$ cat src/rtl/sram_pkg.sv
// rtl/sram_pkg.sv - shared state encoding and default timing for the SRAM controller
package sram_pkg;

  typedef enum logic [2:0] {
    ST_IDLE,
    ST_RD,
    ST_WR_SETUP,
    ST_WR,
    ST_WR_HOLD,
    ST_TURN
  } sram_state_t;

  localparam int DEF_ADDR_WIDTH = 20;
  localparam int DEF_DATA_WIDTH = 16;
  localparam int DEF_READ_WAIT  = 2;
  localparam int DEF_WRITE_WAIT = 2;
  localparam int DEF_TURN_WAIT  = 1;

  // Counter wide enough to hold the largest wait load without wrapping.
  function automatic int cnt_width(input int rw, input int ww, input int tw);
    int m;
    m = rw;
    if (ww > m) m = ww;
    if (tw > m) m = tw;
    return $clog2(m + 2);
  endfunction

endpackage

$ cat src/rtl/sram_ctrl_if.sv
// rtl/sram_ctrl_if.sv - master-side request/response bundle of the SRAM controller
interface sram_ctrl_if #(
  parameter int ADDR_WIDTH = 20,
  parameter int DATA_WIDTH = 16,
  parameter int BE_WIDTH   = DATA_WIDTH / 8
);

  logic [ADDR_WIDTH-1:0] address;
  logic [BE_WIDTH-1:0]   byteenable;
  logic                  read;
  logic                  write;
  logic [DATA_WIDTH-1:0] writedata;
  logic [DATA_WIDTH-1:0] readdata;
  logic                  readdataready;
  logic                  waitrequest;

  modport master (
    output address, byteenable, read, write, writedata,
    input  readdata, readdataready, waitrequest
  );

  modport slave (
    input  address, byteenable, read, write, writedata,
    output readdata, readdataready, waitrequest
  );

endinterface

$ cat src/rtl/sram_ctrl.sv
// rtl/sram_ctrl.sv - single-port asynchronous SRAM controller with programmable strobe timing
module sram_ctrl
  import sram_pkg::*;
#(
  parameter int ADDR_WIDTH = DEF_ADDR_WIDTH,
  parameter int DATA_WIDTH = DEF_DATA_WIDTH,
  parameter int BE_WIDTH   = DATA_WIDTH / 8,
  parameter int READ_WAIT  = DEF_READ_WAIT,
  parameter int WRITE_WAIT = DEF_WRITE_WAIT,
  parameter int TURN_WAIT  = DEF_TURN_WAIT
) (
  input  logic                  clock,
  input  logic                  reset_n,
  sram_ctrl_if.slave            bus,
  output logic [ADDR_WIDTH-1:0] sram_addr,
  output logic [DATA_WIDTH-1:0] sram_dq_out,
  output logic                  sram_dq_oe,
  input  logic [DATA_WIDTH-1:0] sram_dq_in,
  output logic                  sram_ce_n,
  output logic                  sram_oe_n,
  output logic                  sram_we_n,
  output logic                  sram_lb_n,
  output logic                  sram_ub_n
);

  localparam int CW = cnt_width(READ_WAIT, WRITE_WAIT, TURN_WAIT);

  sram_state_t           state;
  logic [CW-1:0]         cnt;
  logic [DATA_WIDTH-1:0] readdata_q;
  logic                  readdataready_q;

  // Only IDLE accepts a request; every other state stalls the master.
  assign bus.waitrequest   = (state != ST_IDLE);
  assign bus.readdata      = readdata_q;
  assign bus.readdataready = readdataready_q;

  // Access sequencer: state, wait counter and every SRAM pin are registered here.
  always_ff @(posedge clock or negedge reset_n) begin
    if (!reset_n) begin
      state           <= ST_IDLE;
      cnt             <= '0;
      readdata_q      <= '0;
      readdataready_q <= 1'b0;
      sram_addr       <= '0;
      sram_dq_out     <= '0;
      sram_dq_oe      <= 1'b0;
      sram_ce_n       <= 1'b1;
      sram_oe_n       <= 1'b1;
      sram_we_n       <= 1'b1;
      sram_lb_n       <= 1'b1;
      sram_ub_n       <= 1'b1;
    end else begin
      readdataready_q <= 1'b0;
      case (state)
        ST_IDLE: begin
          // Write wins over a simultaneous read; the read is simply dropped.
          if (bus.write) begin
            state       <= ST_WR_SETUP;
            sram_addr   <= bus.address;
            sram_dq_out <= bus.writedata;
            sram_dq_oe  <= 1'b1;
            sram_ce_n   <= 1'b0;
            sram_lb_n   <= ~bus.byteenable[0];
            sram_ub_n   <= ~bus.byteenable[1];
          end else if (bus.read) begin
            state     <= ST_RD;
            cnt       <= CW'(READ_WAIT);
            sram_addr <= bus.address;
            sram_ce_n <= 1'b0;
            sram_oe_n <= 1'b0;
            sram_lb_n <= ~bus.byteenable[0];
            sram_ub_n <= ~bus.byteenable[1];
          end
        end
        ST_RD: begin
          if (cnt == '0) begin
            state           <= ST_IDLE;
            readdata_q      <= sram_dq_in;
            readdataready_q <= 1'b1;
            sram_ce_n       <= 1'b1;
            sram_oe_n       <= 1'b1;
            sram_lb_n       <= 1'b1;
            sram_ub_n       <= 1'b1;
          end else begin
            cnt <= cnt - 1'b1;
          end
        end
        ST_WR_SETUP: begin
          state     <= ST_WR;
          cnt       <= CW'(WRITE_WAIT);
          sram_we_n <= 1'b0;
        end
        ST_WR: begin
          if (cnt == '0) begin
            state     <= ST_WR_HOLD;
            sram_we_n <= 1'b1;
          end else begin
            cnt <= cnt - 1'b1;
          end
        end
        ST_WR_HOLD: begin
          sram_ce_n  <= 1'b1;
          sram_dq_oe <= 1'b0;
          sram_lb_n  <= 1'b1;
          sram_ub_n  <= 1'b1;
          if (TURN_WAIT == 0) begin
            state <= ST_IDLE;
          end else begin
            state <= ST_TURN;
            cnt   <= CW'(TURN_WAIT - 1);
          end
        end
        ST_TURN: begin
          if (cnt == '0) begin
            state <= ST_IDLE;
          end else begin
            cnt <= cnt - 1'b1;
          end
        end
        default: state <= ST_IDLE;
      endcase
    end
  end

endmodule

$ cat src/flat_wrapper.sv
// flat-port wrapper written by rule: the top's interface ports become plain ports
module sram_ctrl_flat import sram_pkg::*;
#(
  parameter int ADDR_WIDTH = DEF_ADDR_WIDTH,
  parameter int DATA_WIDTH = DEF_DATA_WIDTH,
  parameter int BE_WIDTH   = DATA_WIDTH / 8,
  parameter int READ_WAIT  = DEF_READ_WAIT,
  parameter int WRITE_WAIT = DEF_WRITE_WAIT,
  parameter int TURN_WAIT  = DEF_TURN_WAIT
)
  (clock, reset_n, sram_addr, sram_dq_out, sram_dq_oe, sram_dq_in, sram_ce_n, sram_oe_n, sram_we_n, sram_lb_n, sram_ub_n, bus_address, bus_byteenable, bus_read, bus_write, bus_writedata, bus_readdata, bus_readdataready, bus_waitrequest);
  sram_ctrl_if #(.ADDR_WIDTH(ADDR_WIDTH), .DATA_WIDTH(DATA_WIDTH), .BE_WIDTH(BE_WIDTH)) bus_i ();
  input  logic clock;
  input  logic reset_n;
  output logic [ADDR_WIDTH-1:0] sram_addr;
  output logic [DATA_WIDTH-1:0] sram_dq_out;
  output logic sram_dq_oe;
  input  logic [DATA_WIDTH-1:0] sram_dq_in;
  output logic sram_ce_n;
  output logic sram_oe_n;
  output logic sram_we_n;
  output logic sram_lb_n;
  output logic sram_ub_n;
  input wire logic [$bits(bus_i.address)-1:0] bus_address;
  input wire logic [$bits(bus_i.byteenable)-1:0] bus_byteenable;
  input wire logic [$bits(bus_i.read)-1:0] bus_read;
  input wire logic [$bits(bus_i.write)-1:0] bus_write;
  input wire logic [$bits(bus_i.writedata)-1:0] bus_writedata;
  output wire logic [$bits(bus_i.readdata)-1:0] bus_readdata;
  output wire logic [$bits(bus_i.readdataready)-1:0] bus_readdataready;
  output wire logic [$bits(bus_i.waitrequest)-1:0] bus_waitrequest;
  assign bus_i.address = bus_address;
  assign bus_i.byteenable = bus_byteenable;
  assign bus_i.read = bus_read;
  assign bus_i.write = bus_write;
  assign bus_i.writedata = bus_writedata;
  assign bus_readdata = bus_i.readdata;
  assign bus_readdataready = bus_i.readdataready;
  assign bus_waitrequest = bus_i.waitrequest;
  sram_ctrl #(.ADDR_WIDTH(ADDR_WIDTH), .DATA_WIDTH(DATA_WIDTH), .BE_WIDTH(BE_WIDTH), .READ_WAIT(READ_WAIT), .WRITE_WAIT(WRITE_WAIT), .TURN_WAIT(TURN_WAIT)) u_core (.clock(clock), .reset_n(reset_n), .bus(bus_i), .sram_addr(sram_addr), .sram_dq_out(sram_dq_out), .sram_dq_oe(sram_dq_oe), .sram_dq_in(sram_dq_in), .sram_ce_n(sram_ce_n), .sram_oe_n(sram_oe_n), .sram_we_n(sram_we_n), .sram_lb_n(sram_lb_n), .sram_ub_n(sram_ub_n));
endmodule
$ cat config.mk
export PLATFORM = sky130hd
export DESIGN_NAME = sram_ctrl_flat
export DESIGN_NICKNAME = d
export VERILOG_FILES = /design/src/rtl/sram_pkg.sv /design/src/rtl/sram_ctrl_if.sv /design/src/rtl/sram_ctrl.sv /design/src/flat_wrapper.sv
export SDC_FILE = /design/constraint.sdc
export NUM_CORES = 1
export LEC_CHECK = 0
export CAP_MARGIN = 0
export CORE_UTILIZATION = 65
export CTS_BUF_LIST = sky130_fd_sc_hd__clkbuf_8
export DETAILED_ROUTE_END_ITERATION = 12
export DONT_BUFFER_PORTS = 1
export GPL_TIMING_DRIVEN = 0
export PLACE_DENSITY = 0.86
export SYNTH_ARGS = -nofsm -noshare
export SYNTH_HDL_FRONTEND = slang
export SYNTH_SLANG_ARGS = --single-unit
$ cat constraint.sdc
create_clock -name clock -period 2.3 [get_ports clock]
set_clock_uncertainty 0.15 [all_clocks]
set_input_delay 0.575 -clock clock [delete_from_list [all_inputs] [get_ports clock]]
set_output_delay 0.575 -clock clock [all_outputs]
set_load 0.1 [all_outputs]
==> metrics.yaml, run 1 <==
synth_area_um2: 2550
dieWidth_um: 64.7
insertion_delay_ns: 0.33
dp_hpwl_um: 3700
utilization: 0.756
postCtsSetupRepairBufs: 0
vias_per_cell: 6.25
final_common_cell: "dfrtp_1"
antenna_cells: 0
num_io_pins: 118
cts_resized: 0
ys_ff_latch: 64
drcViolationCount: 0
grt_first_pass_wirelength_um: 8000
worst_path_largest_cell_delay_ns: 0.57
syn_inst: 171
initialDrtViolationCount: 108
crit_fanout: 5
placed_cells: 219
fmax_mhz: 490
die_area_um2: 4180
numCtsBuffers: 9
drt_wl_total_um: 5120
cts_root_buf: "clkbuf_8"
coreArea_um2: 3720
vias: 1463
cts.htree.levels: 3
rows: 22
start_util: 0.687
ant_nets: 0
crit_arrival_ns: 1.31
grt_pass1_vias: 1591
hold_class: "input pin to flip-flop"
slew_viol_final: 0
yosysSeqAreaShare: 0.630
yosys.area.top_type_share: 0.579
slew_headroom: 0.380
antenna_found_initial: 0
tightest_slew_ns: 0.929
synth_area_per_cell_um2: 14.9
wire_per_inst_um: 21.9
yosys-top-cells-area: "dfrtp_1, mux2_2, dfstp_2"
grt_use_total: 0.272
firstDrtPassIters: 5
cpMaxStageDelayCell: "or3_4"
area_growth_pct: 10.1
globalRouteOverflowTotal: 0
post-route-min-period_ns: 2.04
post_route_cells_drive_above_1_share: 0.430
cts.sinks: 64
fin_worst_hold_slack_ns: 0.161
portBuffers: 0
synth.distinct_cells: 30
synth_area_leader_cell: "dfrtp_1"
fin_crit_sh: 0.887
grt_max_degree: 65
finalSetupViolations: 0
crit_buf_inv: 0
fin_setup_tns_ns: 0
drv_cap: 0
end_kind: "output port"
cts_tree: "done"
cts_buffer_depth: 2
hold_violations: 0
dieHeight_um: 64.7
cp-start-kind: "flip-flop"
path_delay_family: "simple AND/OR/NAND/NOR gates"
status: "complete, no violations"
final_cell_mix: "dfrtp_1, mux2_2, clkbuf_8"
place_congestion: 0.833
worstPathCellList: "or3_4"
syn_nets: 230
yosys_warnings: 0
instances_no_fill: 234
clk_pin_slew_worst_paths_ns: 0.06
rsz0062_at_grt: "no"
cp.required_ns: 1.57
nNetsFinal: 243
path_class: "flip-flop to output port"
[what timing repair did]
action                                  CTS  global route
endpoints found under the hold margin    64             0
hold buffers                              2             0
endpoints found under the setup margin    0             0
[registers in the layout, summed over array words and instances, names as in the netlist]
| name | flops |
|---|---|
| u_core.sram_addr | 20 |
| u_core.bus.readdata | 16 |
| u_core.sram_dq_out | 16 |
| u_core.state | 3 |
| u_core.cnt | 2 |
| u_core.bus.readdataready | 1 |
| u_core.sram_ce_n | 1 |
| u_core.sram_dq_oe | 1 |
| u_core.sram_lb_n | 1 |
| u_core.sram_oe_n | 1 |
| u_core.sram_ub_n | 1 |
| u_core.sram_we_n | 1 |
[kinds of logic after synthesis]
logic type | count (synthesis) | share of synthesized area
AOI/OAI and AO/OA | 19 | 0.0486
adders and majority gates | 1 | 0.00490
and+or+nand+nor | 21 | 0.0476
muxes | 53 | 0.235
DFF | 64 | 0.630
buffers and inverters | 13 | 0.0333
[routing by layer]
layer | GRT usage | part of all wire
met5 | 0 | 0
met4 | 0.150 | 0.027
met3 | 0.0933 | 0.081
met2 | 0.458 | 0.51
met1 | 0.302 | 0.38
[worst register-to-register path: stages, from the launching register on]
cell,delay [ns]
dfrtp_1,0.41
or3_4,0.57
nor2_4,0.23
buf_6,0.18
mux2_2,0.35
[area by class of cell]
cell class | instances | area (µm²)
Timing Repair Buffer | 2 | 37.5
Tap cell | 48 | 60.1
Buffer | 9 | 70.1
Multi-Input combinational cell | 94 | 858
Clock buffer | 11 | 151
Fill cell | 240 | 907
Inverter | 4 | 15.0
Clock inverter | 2 | 8.76
Sequential cell | 64 | 1610
[path summary, 6_finish.rpt]
check,start,cells past startpoint,slack [ns],to
max,u_core.state[1]$_DFFE_PN0P_,1,0.26,bus_waitrequest
min,bus_byteenable[0],1,0.16,u_core.sram_lb_n$_DFFE_PN1P_
max reg2reg,u_core.state[1]$_DFFE_PN0P_,4,0.29,u_core.sram_addr[9]$_DFFE_PN0P_
min reg2reg,u_core.cnt[1]$_DFFE_PN0P_,1,0.37,u_core.cnt[1]$_DFFE_PN0P_
max in group asynchronous,reset_n,2,1.04,u_core.sram_ce_n$_DFFE_PN1P_
min in group asynchronous,reset_n,2,0.64,u_core.sram_dq_out[4]$_DFFE_PN0P_
[through the flow]
step | worst slack, ns | cell area [µm²]
2_1_floorplan | 0.402 | 2550
3_3_place_gp | 0.318 | 2610
3_5_place_dp | 0.294 | 2610
4_1_cts | 0.257 | 2810
5_1_grt | 0.232 | 2810
6_report | 0.260 | 2810
[synth_stat cells (all sizes together)]
cell     n
or3      1
nand2    5
mux2    53
o31ai    2
and3     1
o41ai    1
nor2b    3
a22oi    2
a21oi    5
and3b    1
a211oi   1
clkbuf   2
a22o     1
buf      7
ha       1
and4bb   1
a21o     1
a31oi    1
o211a    1
nor2     8
inv      4
dfrtp   59
nor3b    1
o21ai    4
dfstp    5
Power of run 1 is left out: the tool's default activity adds up to more than one toggle a clock period on the data nets, which glitch-free logic cannot reach.
==> run 2, diff against run 1 <==
--- a/config.mk
+++ b/config.mk
@@ -12,6 +12,7 @@
 export DONT_BUFFER_PORTS = 1
 export GPL_TIMING_DRIVEN = 0
 export PLACE_DENSITY = 0.86
+export SKIP_CTS_REPAIR_TIMING = 1
 export SYNTH_ARGS = -nofsm -noshare
 export SYNTH_HDL_FRONTEND = slang
 export SYNTH_SLANG_ARGS = --single-unit
==> run 2 against run 1 <==
Against the previous run: register-to-register slack barely moved; hold slack improved by 0.0011 ns; critical path depth did not move; sequential share of layout area did not move; cell area did not move.
==> metrics.yaml, run 2 (synthesized netlist as in run 1, its figures left out) <==
crit_buf_inv: 0
crit_arrival_ns: 1.31
clk_pin_slew_worst_paths_ns: 0.06
drv_cap: 0
worstPathCellList: "or3_4"
path_class: "flip-flop to output port"
place_area_um2: 2610
rsz0062_at_grt: "no"
top_register: "u_core.sram_addr"
dieWidth_um: 64.7
hold_violations: 0
hold_class: "input pin to flip-flop"
vias_per_cell: 6.27
slew_headroom: 0.378
antenna_cells: 0
end_kind: "output port"
globalRouteOverflowTotal: 0
cts.htree.levels: 3
cts_buffer_depth: 2
cp.required_ns: 1.57
crit_fanout: 5
dp_hpwl_um: 3700
die_area_um2: 4180
portBuffers: 0
drcViolationCount: 0
final_common_cell: "dfrtp_1"
rows: 22
start_util: 0.687
cp-start-kind: "flip-flop"
grt_first_pass_wirelength_um: 7870
cts.sinks: 64
dieHeight_um: 64.7
fin_setup_tns_ns: 0
area_growth_pct: 10.1
nNetsFinal: 243
worst_path_largest_cell_delay_ns: 0.57
status: "complete, no violations"
antenna_found_initial: 0
cpMaxStageDelayCell: "or3_4"
cts_root_buf: "clkbuf_8"
fmax_mhz: 490
grt_max_degree: 65
fin_area_um2: 2810
coreArea_um2: 3720
wire_per_inst_um: 21.9
initialDrtViolationCount: 108
cts_tree: "done"
drt_wl_total_um: 5120
insertion_delay_ns: 0.32
post_route_cells_drive_above_1_share: 0.430
fillers: 241
grt_pass1_vias: 1588
vias: 1467
tightest_slew_ns: 0.933
largest_reg_flops: 20
firstDrtPassIters: 4
fin_worst_hold_slack_ns: 0.162
grt_use_total: 0.268
path_delay_family: "simple AND/OR/NAND/NOR gates"
post-route-min-period_ns: 2.04
final_cell_mix: "dfrtp_1, mux2_2, clkbuf_8"
fin_crit_sh: 0.887
place_congestion: 0.833
slew_viol_final: 0
numCtsBuffers: 9
num_io_pins: 118
finalSetupViolations: 0
ant_nets: 0
==> run 2: worst paths after layout <==
path	start	to	slack [ns]	cells after the start
hold / removal	bus_byteenable[0]	u_core.sram_lb_n$_DFFE_PN1P_	0.16	1
hold reg to reg	u_core.cnt[1]$_DFFE_PN0P_	u_core.cnt[1]$_DFFE_PN0P_	0.37	1
setup reg to reg	u_core.state[1]$_DFFE_PN0P_	u_core.sram_addr[11]$_DFFE_PN0P_	0.29	4
max in group asynchronous	reset_n	u_core.sram_ce_n$_DFFE_PN1P_	1.03	2
setup / recovery	u_core.state[1]$_DFFE_PN0P_	bus_waitrequest	0.26	1
min in group asynchronous	reset_n	u_core.sram_dq_out[4]$_DFFE_PN0P_	0.64	2
==> run 2: cell type report <==
class / count / area (µm²) / share of cell area
Multi-Input combinational cell: 94 / 858 / 0.306
Sequential cell: 64 / 1610 / 0.572
Inverter: 4 / 15.0 / 0.00535
Clock inverter: 2 / 8.76 / 0.00312
Buffer: 9 / 70.1 / 0.0249
Clock buffer: 11 / 151 / 0.0539
Tap cell: 48 / 60.1 / 0.0214
Timing Repair Buffer: 2 / 37.5 / 0.0134
==> run 2: routing by layer <==
layer / share of wire / up-vias / GRT usage
li1: - / 630 / -
met1: 0.38 / 739 / 0.291
met2: 0.52 / 86 / 0.453
met3: 0.079 / 12 / 0.0933
met4: 0.022 / 0 / 0.156
met5: 0 / - / 0
==> run 2: per-stage QoR <==
| step | utilization | setup WS (ns) | instances |
|---|---|---|---|
| floorplan | - | 0.402 | 171 |
| global placement | 0.703 | 0.318 | 219 |
| detailed placement | 0.703 | 0.294 | 219 |
| CTS | 0.746 | 0.257 | 232 |
| global route | 0.756 | 0.232 | 234 |
| finish | 0.756 | 0.260 | 234 |
Power of run 2 is left out for the same reason.
==> run 3, diff against run 2 <==
==> constraint.sdc (replaced) <==
create_clock -name clock -period 2.3 [get_ports clock]
set_clock_uncertainty 0.15 [all_clocks]
set_input_delay 0.575 -clock clock [delete_from_list [all_inputs] [get_ports clock]]
set_output_delay 0.575 -clock clock [all_outputs]
set_load 0.01 [all_outputs]
==> results of run 3 <==
Same layout as run 2 (identical final DEF). Status: complete, no violations.
Among the figures that moved: setup slack after placement 0.294 ns -> 0.349 ns; setup slack after layout 0.260 ns -> 0.296 ns; start point of the critical path u_core.state[1]$_DFFE_PN0P_ -> u_core.cnt[0]$_DFFE_PN0P_; end point of the critical path bus_waitrequest -> u_core.bus.readdata[11]$_DFFE_PN0P_; register-to-register setup slack 0.29 ns -> 0.30 ns
Note: power is estimated with default switching activity, not from simulation.
